--- config.mk ---
export PLATFORM = sky130hd
export DESIGN_NAME = accel_feeder_flat
export DESIGN_NICKNAME = d
export VERILOG_FILES = /design/src/rtl/accel_feeder_if.sv /design/src/rtl/accel_feeder.sv /design/src/flat_wrapper.sv
export SDC_FILE = /design/constraint.sdc
export NUM_CORES = 1
export LEC_CHECK = 0
export ABC_AREA = 1
export BUFFER_PORTS_ARGS = -buffer_cell sky130_fd_sc_hd__buf_2
export CAP_MARGIN = 0
export CORE_MARGIN = 1
export CORE_UTILIZATION = 45
export CTS_BUF_LIST = sky130_fd_sc_hd__clkbuf_16
export DETAILED_ROUTE_END_ITERATION = 12
export PLACE_DENSITY = 0.72
export SLEW_MARGIN = 10
export SYNTH_ARGS = -nofsm -noshare
export SYNTH_HDL_FRONTEND = slang
export SYNTH_SLANG_ARGS = --single-unit
export TNS_END_PERCENT = 50
--- constraint.sdc ---
create_clock -name clock -period 2.1 [get_ports clock]
set_clock_uncertainty 0.1 [all_clocks]
set_input_delay 0.105 -clock clock [delete_from_list [all_inputs] [get_ports clock]]
set_output_delay 0.105 -clock clock [all_outputs]
set_load 0.02 [all_outputs]
--- src/rtl/accel_feeder_if.sv ---
// Handshake bundle between the operand feeder, its upstream source,
// the series-evaluation core and the downstream result consumer.
interface accel_feeder_if #(
    parameter int XW = 16,
    parameter int RW = 16
);
    logic          in_valid;
    logic [XW-1:0] in_data;
    logic          in_ready;
    logic          core_start;
    logic [XW-1:0] core_x;
    logic          core_ready;
    logic [RW-1:0] core_result;
    logic          out_valid;
    logic [RW-1:0] out_data;
    logic          out_ack;
    logic          busy;
    logic [7:0]    done_count;

    // Feeder side
    modport master (
        input  in_valid,
        input  in_data,
        output in_ready,
        output core_start,
        output core_x,
        input  core_ready,
        input  core_result,
        output out_valid,
        output out_data,
        input  out_ack,
        output busy,
        output done_count
    );

    // Environment side: upstream source, core and result consumer
    modport slave (
        output in_valid,
        output in_data,
        input  in_ready,
        input  core_start,
        input  core_x,
        output core_ready,
        output core_result,
        input  out_valid,
        input  out_data,
        output out_ack,
        input  busy,
        input  done_count
    );
endinterface

--- src/rtl/accel_feeder.sv ---
// Operand feeder: buffers operands in a small FIFO, launches one core job
// per operand with a single-cycle start pulse, waits for the core's
// ready low/high cycle and captures each result into a one-entry output
// register that the downstream side acknowledges.
module accel_feeder #(
    parameter int XW    = 16,
    parameter int RW    = 16,
    parameter int DEPTH = 4     // power of two, at least 2
) (
    input  logic           clock,
    input  logic           reset,
    accel_feeder_if.master bus
);
    localparam int AW = (DEPTH > 2) ? $clog2(DEPTH) : 1;

    localparam logic [AW-1:0] PTR_ONE   = AW'(1);
    localparam logic [AW:0]   CNT_ONE   = (AW + 1)'(1);
    localparam logic [AW:0]   CNT_ZERO  = (AW + 1)'(0);
    localparam logic [AW:0]   CNT_FULL  = (AW + 1)'(DEPTH);

    typedef enum logic [2:0] {
        IDLE      = 3'd0,
        START     = 3'd1,
        WAIT_LOW  = 3'd2,
        WAIT_HIGH = 3'd3,
        CAPTURE   = 3'd4
    } state_t;

    state_t        state_r;
    logic [XW-1:0] mem_r [DEPTH];
    logic [AW-1:0] wr_ptr_r;
    logic [AW-1:0] rd_ptr_r;
    logic [AW:0]   count_r;
    logic [XW-1:0] x_r;
    logic          core_start_r;
    logic          out_valid_r;
    logic [RW-1:0] out_data_r;
    logic [7:0]    done_count_r;

    logic          full_s;
    logic          empty_s;
    logic          push_s;
    logic          pop_s;
    logic          launch_ok_s;
    logic          capture_s;

    // Occupancy flags, handshake qualifiers and launch/capture decisions
    always_comb begin
        full_s      = (count_r == CNT_FULL);
        empty_s     = (count_r == CNT_ZERO);
        push_s      = bus.in_valid & ~full_s;
        // A new job may start only if the result register is free or is
        // being freed on this very edge, so an ack never costs a bubble.
        launch_ok_s = ~empty_s & bus.core_ready & (~out_valid_r | bus.out_ack);
        if (state_r == IDLE) begin
            pop_s = launch_ok_s;
        end else begin
            pop_s = 1'b0;
        end
        if (state_r == WAIT_HIGH) begin
            capture_s = bus.core_ready;
        end else begin
            capture_s = 1'b0;
        end
    end

    // Operand storage; contents are don't-care while the slot is empty
    always_ff @(posedge clock) begin
        if (push_s) begin
            mem_r[wr_ptr_r] <= bus.in_data;
        end
    end

    // FIFO pointers and occupancy; simultaneous push and pop cancel out
    always_ff @(posedge clock or posedge reset) begin
        if (reset) begin
            wr_ptr_r <= '0;
            rd_ptr_r <= '0;
            count_r  <= CNT_ZERO;
        end else begin
            if (push_s) begin
                wr_ptr_r <= wr_ptr_r + PTR_ONE;
            end
            if (pop_s) begin
                rd_ptr_r <= rd_ptr_r + PTR_ONE;
            end
            case ({push_s, pop_s})
                2'b10:   count_r <= count_r + CNT_ONE;
                2'b01:   count_r <= count_r - CNT_ONE;
                default: count_r <= count_r;
            endcase
        end
    end

    // Job sequencer with its registered start pulse, operand and result
    always_ff @(posedge clock or posedge reset) begin
        if (reset) begin
            state_r      <= IDLE;
            x_r          <= '0;
            core_start_r <= 1'b0;
            out_valid_r  <= 1'b0;
            out_data_r   <= '0;
            done_count_r <= 8'd0;
        end else begin
            case (state_r)
                IDLE: begin
                    if (launch_ok_s) begin
                        x_r          <= mem_r[rd_ptr_r];
                        core_start_r <= 1'b1;
                        state_r      <= START;
                    end else begin
                        core_start_r <= 1'b0;
                        state_r      <= IDLE;
                    end
                end
                START: begin
                    core_start_r <= 1'b0;
                    state_r      <= WAIT_LOW;
                end
                WAIT_LOW: begin
                    core_start_r <= 1'b0;
                    // The core acknowledges the start by dropping ready
                    if (!bus.core_ready) begin
                        state_r <= WAIT_HIGH;
                    end else begin
                        state_r <= WAIT_LOW;
                    end
                end
                WAIT_HIGH: begin
                    core_start_r <= 1'b0;
                    if (bus.core_ready) begin
                        state_r <= CAPTURE;
                    end else begin
                        state_r <= WAIT_HIGH;
                    end
                end
                CAPTURE: begin
                    core_start_r <= 1'b0;
                    state_r      <= IDLE;
                end
                default: begin
                    core_start_r <= 1'b0;
                    state_r      <= IDLE;
                end
            endcase

            // A capture outranks a same-edge acknowledge
            if (capture_s) begin
                out_valid_r  <= 1'b1;
                out_data_r   <= bus.core_result;
                done_count_r <= done_count_r + 8'd1;
            end else if (bus.out_ack && out_valid_r) begin
                out_valid_r <= 1'b0;
            end
        end
    end

    assign bus.in_ready   = ~full_s;
    assign bus.core_start = core_start_r;
    assign bus.core_x     = x_r;
    assign bus.out_valid  = out_valid_r;
    assign bus.out_data   = out_data_r;
    assign bus.busy       = (state_r != IDLE);
    assign bus.done_count = done_count_r;
endmodule

--- src/flat_wrapper.sv ---
// flat-port wrapper written by rule: the top's interface ports become plain ports
module accel_feeder_flat 
#(
    parameter int XW    = 16,
    parameter int RW    = 16,
    parameter int DEPTH = 4                                
)
  (clock, reset, bus_in_valid, bus_in_data, bus_in_ready, bus_core_start, bus_core_x, bus_core_ready, bus_core_result, bus_out_valid, bus_out_data, bus_out_ack, bus_busy, bus_done_count);
  accel_feeder_if #(.XW(XW), .RW(RW)) bus_i ();
  input  logic clock;
  input  logic reset;
  input wire logic [$bits(bus_i.in_valid)-1:0] bus_in_valid;
  input wire logic [$bits(bus_i.in_data)-1:0] bus_in_data;
  output wire logic [$bits(bus_i.in_ready)-1:0] bus_in_ready;
  output wire logic [$bits(bus_i.core_start)-1:0] bus_core_start;
  output wire logic [$bits(bus_i.core_x)-1:0] bus_core_x;
  input wire logic [$bits(bus_i.core_ready)-1:0] bus_core_ready;
  input wire logic [$bits(bus_i.core_result)-1:0] bus_core_result;
  output wire logic [$bits(bus_i.out_valid)-1:0] bus_out_valid;
  output wire logic [$bits(bus_i.out_data)-1:0] bus_out_data;
  input wire logic [$bits(bus_i.out_ack)-1:0] bus_out_ack;
  output wire logic [$bits(bus_i.busy)-1:0] bus_busy;
  output wire logic [$bits(bus_i.done_count)-1:0] bus_done_count;
  assign bus_i.in_valid = bus_in_valid;
  assign bus_i.in_data = bus_in_data;
  assign bus_in_ready = bus_i.in_ready;
  assign bus_core_start = bus_i.core_start;
  assign bus_core_x = bus_i.core_x;
  assign bus_i.core_ready = bus_core_ready;
  assign bus_i.core_result = bus_core_result;
  assign bus_out_valid = bus_i.out_valid;
  assign bus_out_data = bus_i.out_data;
  assign bus_i.out_ack = bus_out_ack;
  assign bus_busy = bus_i.busy;
  assign bus_done_count = bus_i.done_count;
  accel_feeder #(.XW(XW), .RW(RW), .DEPTH(DEPTH)) u_core (.clock(clock), .reset(reset), .bus(bus_i));
endmodule
==> results of run 1 <==
how the worst max path moves through the flow:
stage	startpoint	to	slack, ps	cells after the start
after floorplan	u_core.bus.out_valid$_DFFE_PP0P_	u_core.count_r[2]$_DFFE_PP0P_	50	13
after global placement	u_core.state_r[1]$_DFF_PP0_	u_core.count_r[2]$_DFFE_PP0P_	190	12
after detailed placement	u_core.state_r[1]$_DFF_PP0_	u_core.count_r[2]$_DFFE_PP0P_	100	12
after CTS	u_core.state_r[1]$_DFF_PP0_	u_core.count_r[2]$_DFFE_PP0P_	60	12
after global routing	u_core.state_r[1]$_DFF_PP0_	u_core.count_r[2]$_DFFE_PP0P_	20	12
final	u_core.count_r[0]$_DFFE_PP0P_	u_core.count_r[2]$_DFFE_PP0P_	140	10
registers in the layout, indices dropped and copies added (netlist names):
signal	cells
u_core.wr_ptr_r	2
u_core.bus.core_x	16
u_core.count_r	3
u_core.bus.done_count	8
u_core.bus.out_data	16
u_core.mem_r	64
u_core.rd_ptr_r	2
u_core.bus.out_valid	1
u_core.bus.core_start	1
u_core.state_r	3
routing by layer:
metal	part of all wire (%)	routed length [um]
met5	0	0
met4	1.6	173
met3	3.8	416
met2	51	5590
met1	43	4710
cell families after synthesis:
family          count (synthesis)
xor+xnor                        8
fa+ha+maj                       7
simple gates                  266
flops                         116
buf+inv                       114
compound gates                  4
layout make-up:
cell class / instances / area [um^2] / area share, %
clock buffer: 17 / 425 / 6.56
clock inverter: 14 / 170 / 2.62
inverter: 95 / 357 / 5.50
multi-input combinational: 285 / 1290 / 19.9
sequential: 116 / 3220 / 49.7
tap: 140 / 175 / 2.70
timing repair buffer: 126 / 848 / 13.1
report_power, final:
| group | internal [mW] | leakage (nW) | total (mW) | switching, mW |
|---|---|---|---|---|
| clock network | 1.95 | 0.297 | 2.89 | 0.946 |
| logic | 0.957 | 1.77 | 3.02 | 2.06 |
| registers | 3.10 | 1.23 | 3.42 | 0.313 |
| total | 6.01 | 3.29 | 9.33 | 3.32 |
critical path: cells and delay by family, from the launching register on:
family,cells,cell delay (ps)
XOR/XNOR,1,140
adder cells (fa/ha/maj),2,520
AND/OR/NAND/NOR,5,570
flip-flops,1,400
buffers and inverters,2,170
cell usage after synthesis, drive strengths merged:
| cell | n | area [um^2] |
|---|---|---|
| fa | 1 | 20.0 |
| inv | 95 | 357 |
| o21ai | 3 | 15.0 |
| buf | 19 | 140 |
| xor2 | 4 | 35.0 |
| nand2 | 192 | 723 |
| nand4 | 3 | 25.0 |
| a21oi | 1 | 5.00 |
| ha | 6 | 75.1 |
| edfxtp | 64 | 1920 |
| dfrtp | 52 | 1300 |
| xnor2 | 4 | 35.0 |
| nand3 | 56 | 280 |
| nor2 | 15 | 66.3 |
through the flow:
stage               setup WS (ps)  power [mW]  util (%)  cell area [um^2]
finish                        137        9.33      59.9              6490
CTS                          61.5        9.35      59.8              6480
floorplan                    46.1        5.52         -              5000
detailed placement            102        6.37      50.9              5520
global placement              194        6.26      50.9              5520
global route                 15.0        9.88      59.9              6490
repair_timing:
action                                  in CTS  in global routing
endpoints found under the setup margin       0                  2
hold buffers                                36                  0
gates resized for setup                      0                  3
endpoints found under the hold margin      110                  0
==> run summary, run 1 <==
CTS Root Cell -> clkbuf_16
area of the die -> 11500 um^2
setup violators final -> 0
total grt overflow -> 0
DR pass1 iterations -> 4
Total Routing Usage GR -> 20.3%
critical path class -> flip-flop to flip-flop
post-synthesis sequential area ratio -> 64.5%
Lkg Pwr -> 3.29 nW
initial antenna violation count -> 0
Die Ht -> 107 um
Initial Utilization -> 46.1%
post-synthesis area per instance -> 9.71 um^2
r2r startpoint -> u_core.count_r[0]$_DFFE_PP0P_
most frequent cells in the layout -> 191 x nand2_1, 91 x inv_1, 80 x buf_2, 64 x edfxtp_1, 55 x nand3_1
fin crit share -> 93.5%
Non-Filler Instances -> 793
post-placement cell count -> 726
RSZ-0062 raised after global routing -> no
synthesized-area fraction occupied by and/or/nand/nor cells -> 21.9%
synth unique cells -> 22
share of cells above drive strength 1 -> 19.8%
met2 usage -> 34.6%
H-tree lvl count -> 4
Mapped Area -> 5000 um^2
I/O Buffers -> 80
slowest cell on the critical path -> dfrtp_1
largest family of logic cells by synthesized area -> simple AND/OR/NAND/NOR gates
Most Used Layer, Global Route -> met2
slowest cell delay on critical path -> 400 ps
Total Routed Length -> 10900 um
fill count -> 862
vias after detailed routing -> 3803
DR DRC count -> 0
met1 Use GR -> 24.3%
Critical Path Start Type -> flip-flop
clk_lat worst skew -> 400 ps
Worst EP arrival -> 2190 ps
Synthesized Nets -> 559
area of the core -> 10800 um^2
reg-to-reg slack, setup -> 140 ps
CTS max path bufs -> 2
drt wl/cell -> 13.7 um
via/cell ratio -> 4.80
vias in the first global route -> 3813
final hold violation count -> 0
Pins Over Slew Limit -> 0
Worst Max-Slew Pin Slew -> 605 ps
1st-iter DRT viols -> 195
# Post-CTS Setup Buffers -> 0
power density over the cells -> 1440 nW/um^2
relative slew slack -> 59.6%
leading cell type in the layout, fill and taps excluded -> nand2_1
largest net degree at the start of global routing -> 35
Post-Syn Instances -> 515
Synth Area in Adders -> 1.90%
CTS tree -> done
Die X -> 107 um
post-route setup TNS -> 0 ps
clk slew on worst S/H paths -> 50 ps
Achievable Freq -> 510 MHz
reg2reg end -> u_core.count_r[2]$_DFFE_PP0P_
critical path cell sequence -> inv_2, nand3_1, nand2_2, ha_1, inv_1, fa_2, nor2_1, nor2_1, nand2_1, xor2_1
status -> finished clean
number of clock sinks -> 116
nets -> 685
Syn. warnings -> 0
Syn-to-layout area delta -> 29.8%
hold crit path type -> input port to asynchronous set/reset pin
first-pass GRT wire length -> 17700 um
Worst Path Required -> 2330 ps
complex-gate fraction of the synthesized area -> 0.400%
R2R depth -> 10
Inserted Diodes -> 0
min Tclk post-route -> 1960 ps
max-cap violations -> 0
Worst VDD drop -> 0.773 mV
Worst Setup End Kind -> flip-flop
CTS Buf Count -> 17
hold_ws -> 229 ps
GPL Wtd Cong -> 0.751
met3 usage -> 5.57%
Seq cells post-synth -> 116
Crit Path Max Fanout -> 8
row count -> 38
post-synthesis xor/xnor area fraction -> 1.40%
I/O pin cnt -> 81
cell mode on critical path -> nor2_1
post-route ant nets -> 0
Final HPWL DP -> 6430 um
post-synthesis mux area share -> 0%
No activity file was read; power rests on OpenSTA's default activity.
==> run 2: changes to the inputs <==
--- a/config.mk
+++ b/config.mk
@@ -10,7 +10,7 @@
 export CAP_MARGIN = 0
 export CORE_MARGIN = 1
 export CORE_UTILIZATION = 45
-export CTS_BUF_LIST = sky130_fd_sc_hd__clkbuf_16
+export CTS_BUF_LIST = sky130_fd_sc_hd__clkbuf_2 sky130_fd_sc_hd__clkbuf_4 sky130_fd_sc_hd__clkbuf_8
 export DETAILED_ROUTE_END_ITERATION = 12
 export PLACE_DENSITY = 0.72
 export SLEW_MARGIN = 10
==> run 2 against run 1 <==
  * Cell count stayed put
  * Flip-flop and latch count stayed put
  * Clock power is 25% lower
  * Global-route usage is 0.15 points lower
  * Routed wire length is 2.9% lower
  * Critical path depth stayed put
  * Die area stayed put
  * Worst setup slack better by 11 ps
  * Critical endpoint unchanged
==> run summary, run 2 (same netlist as run 1, synthesis figures left out) <==
clk slew on worst S/H paths -> 60 ps (about the same)
post-route ant nets -> 0 (unchanged)
DR DRC count -> 0 (unchanged)
I/O Buffers -> 80 (unchanged)
CTS tree -> done
Lkg Pwr -> 3.21 nW (-2.6%)
fin crit share -> 92.9% (-0.53 points)
critical path class -> flip-flop to flip-flop
total grt overflow -> 0 (unchanged)
H-tree lvl count -> 4 (unchanged)
final hold violation count -> 0 (unchanged)
most frequent cells in the layout -> 191 x nand2_1, 89 x inv_1, 80 x buf_2, 64 x edfxtp_1, 56 x nand3_1
# Post-CTS Setup Buffers -> 0 (unchanged)
area of the die -> 11500 um^2 (unchanged)
drt wl/cell -> 13.3 um (-2.9%)
met3 wire length -> 666 um (+60%)
1st-iter DRT viols -> 239 (+23%)
post-route cell area -> 6310 um^2 (-2.8%)
Worst Path Required -> 2340 ps (about the same)
max-cap violations -> 0 (unchanged)
Achievable Freq -> 512 MHz (+0.57%)
relative slew slack -> 58.8% (-0.85 points)
cell family contributing the most delay on the critical path -> simple AND/OR/NAND/NOR gates
clk_lat worst skew -> 420 ps (+20 ps)
Total Routed Length -> 10600 um (-2.9%)
cell mode on critical path -> nor2_1
nets -> 685 (unchanged)
Worst Max-Slew Pin Slew -> 618 ps (+12.7 ps)
share of cells above drive strength 1 -> 20.1% (+0.31 points)
Top Metal Used -> met4
Die X -> 107 um (unchanged)
dpl cell area -> 5520 um^2 (unchanged)
via/cell ratio -> 4.72 (-1.5%)
number of clock sinks -> 116 (unchanged)
Critical Path Start Type -> flip-flop
wl on met1 -> 4460 um (-5.3%)
vias after detailed routing -> 3745 (-1.5%)
Syn-to-layout area delta -> 26.2%
first-pass GRT wire length -> 17400 um (-1.5%)
setup violators final -> 0 (unchanged)
Crit Path Max Fanout -> 8 (unchanged)
Worst VDD drop -> 0.812 mV (+5.1%)
CTS Buf Count -> 17 (unchanged)
slowest cell delay on critical path -> 400 ps (about the same)
min Tclk post-route -> 1950 ps (-11.2 ps)
row count -> 38 (unchanged)
Inserted Diodes -> 0 (unchanged)
power density over the cells -> 1360 nW/um^2 (-5.6%)
CTS Root Cell -> clkbuf_8
Pins Over Slew Limit -> 0 (unchanged)
Crit path buffers/inverters -> 2 (unchanged)
vias in the first global route -> 3680 (-3.5%)
I/O pin cnt -> 81 (unchanged)
largest net degree at the start of global routing -> 35 (unchanged)
DR pass1 iterations -> 4 (unchanged)
post-route setup TNS -> 0 ps (unchanged)
slowest cell on the critical path -> dfrtp_1
Initial Utilization -> 46.1% (unchanged)
CTS max path bufs -> 2 (unchanged)
max reg flops -> 64 (unchanged)
initial antenna violation count -> 0 (unchanged)
hold crit path type -> input port to asynchronous set/reset pin
critical path cell sequence -> inv_2, nand3_1, nand2_2, ha_1, inv_1, fa_2, nor2_1, nor2_1, nand2_1, xor2_1
Total Routing Usage GR -> 20.2% (-0.15 points)
RSZ-0062 raised after global routing -> no
Final HPWL DP -> 6430 um (unchanged)
status -> finished clean
area of the core -> 10800 um^2 (unchanged)
Worst Setup End Kind -> flip-flop
Worst EP arrival -> 2200 ps (about the same)
Biggest register -> u_core.mem_r
GPL Wtd Cong -> 0.751 (unchanged)
Die Ht -> 107 um (unchanged)
leading cell type in the layout, fill and taps excluded -> nand2_1
met2 WL post-DR -> 5320 um (-4.8%)
[run 2: metal layers]
layer	vias to the layer above	GRT usage, %
li1	1841	-
met4	0	8.71
met3	13	5.21
met1	1775	24.7
met2	116	33.7
met5	-	0
[run 2: layout make-up]
type	count	area, um^2
timing repair buffer	126	848
tap	140	175
inverter	95	357
sequential	116	3220
multi-input combinational	285	1280
fill	887	4530
clock inverter	11	159
clock buffer	20	263
[run 2: final timing paths]
path,start,endpoint,slack (ps),depth (start not counted)
max in group asynchronous,reset,u_core.bus.core_x[3]$_DFFE_PP0P_,1120,4
min reg2reg,u_core.bus.out_data[9]$_DFFE_PP0P_,u_core.bus.out_data[9]$_DFFE_PP0P_,370,2
min in group clock,bus_core_result[7],u_core.bus.out_data[7]$_DFFE_PP0P_,330,4
max,u_core.count_r[0]$_DFFE_PP0P_,u_core.count_r[2]$_DFFE_PP0P_,150,10
min,reset,u_core.state_r[1]$_DFF_PP0_,210,3
max reg2reg,u_core.count_r[0]$_DFFE_PP0P_,u_core.count_r[2]$_DFFE_PP0P_,150,10
[run 2: worst min-delay path: cells and delay by family]
family	cells	cell delay [ps]
buffers and inverters	3	1100
[run 2: through the flow]
step                      setup WS, ps  hold slack, ps  power, mW  std cells  util [%]
final                              149             213       8.56        793      58.2
after floorplan                   46.1             104       5.52        515         -
after global placement             194             106       6.26        726      50.9
after global routing              10.7             236       9.14        793      58.2
after detailed placement           102             113       6.37        726      50.9
after CTS                         84.8             200       8.62        793      58.2
[run 2: where the power goes]
part | switching, mW | total, mW | internal [mW]
clock network | 0.840 | 2.17 | 1.33
registers | 0.309 | 3.41 | 3.10
logic | 2.02 | 2.98 | 0.956
total | 3.17 | 8.56 | 5.38
[run 2: what timing repair did]
action | 4_1_cts | 5_1_grt
endpoints found under the hold margin | 110 | 0
setup endpoints to repair | 0 | 1
hold buffers | 36 | 0
resized for setup | 0 | 2
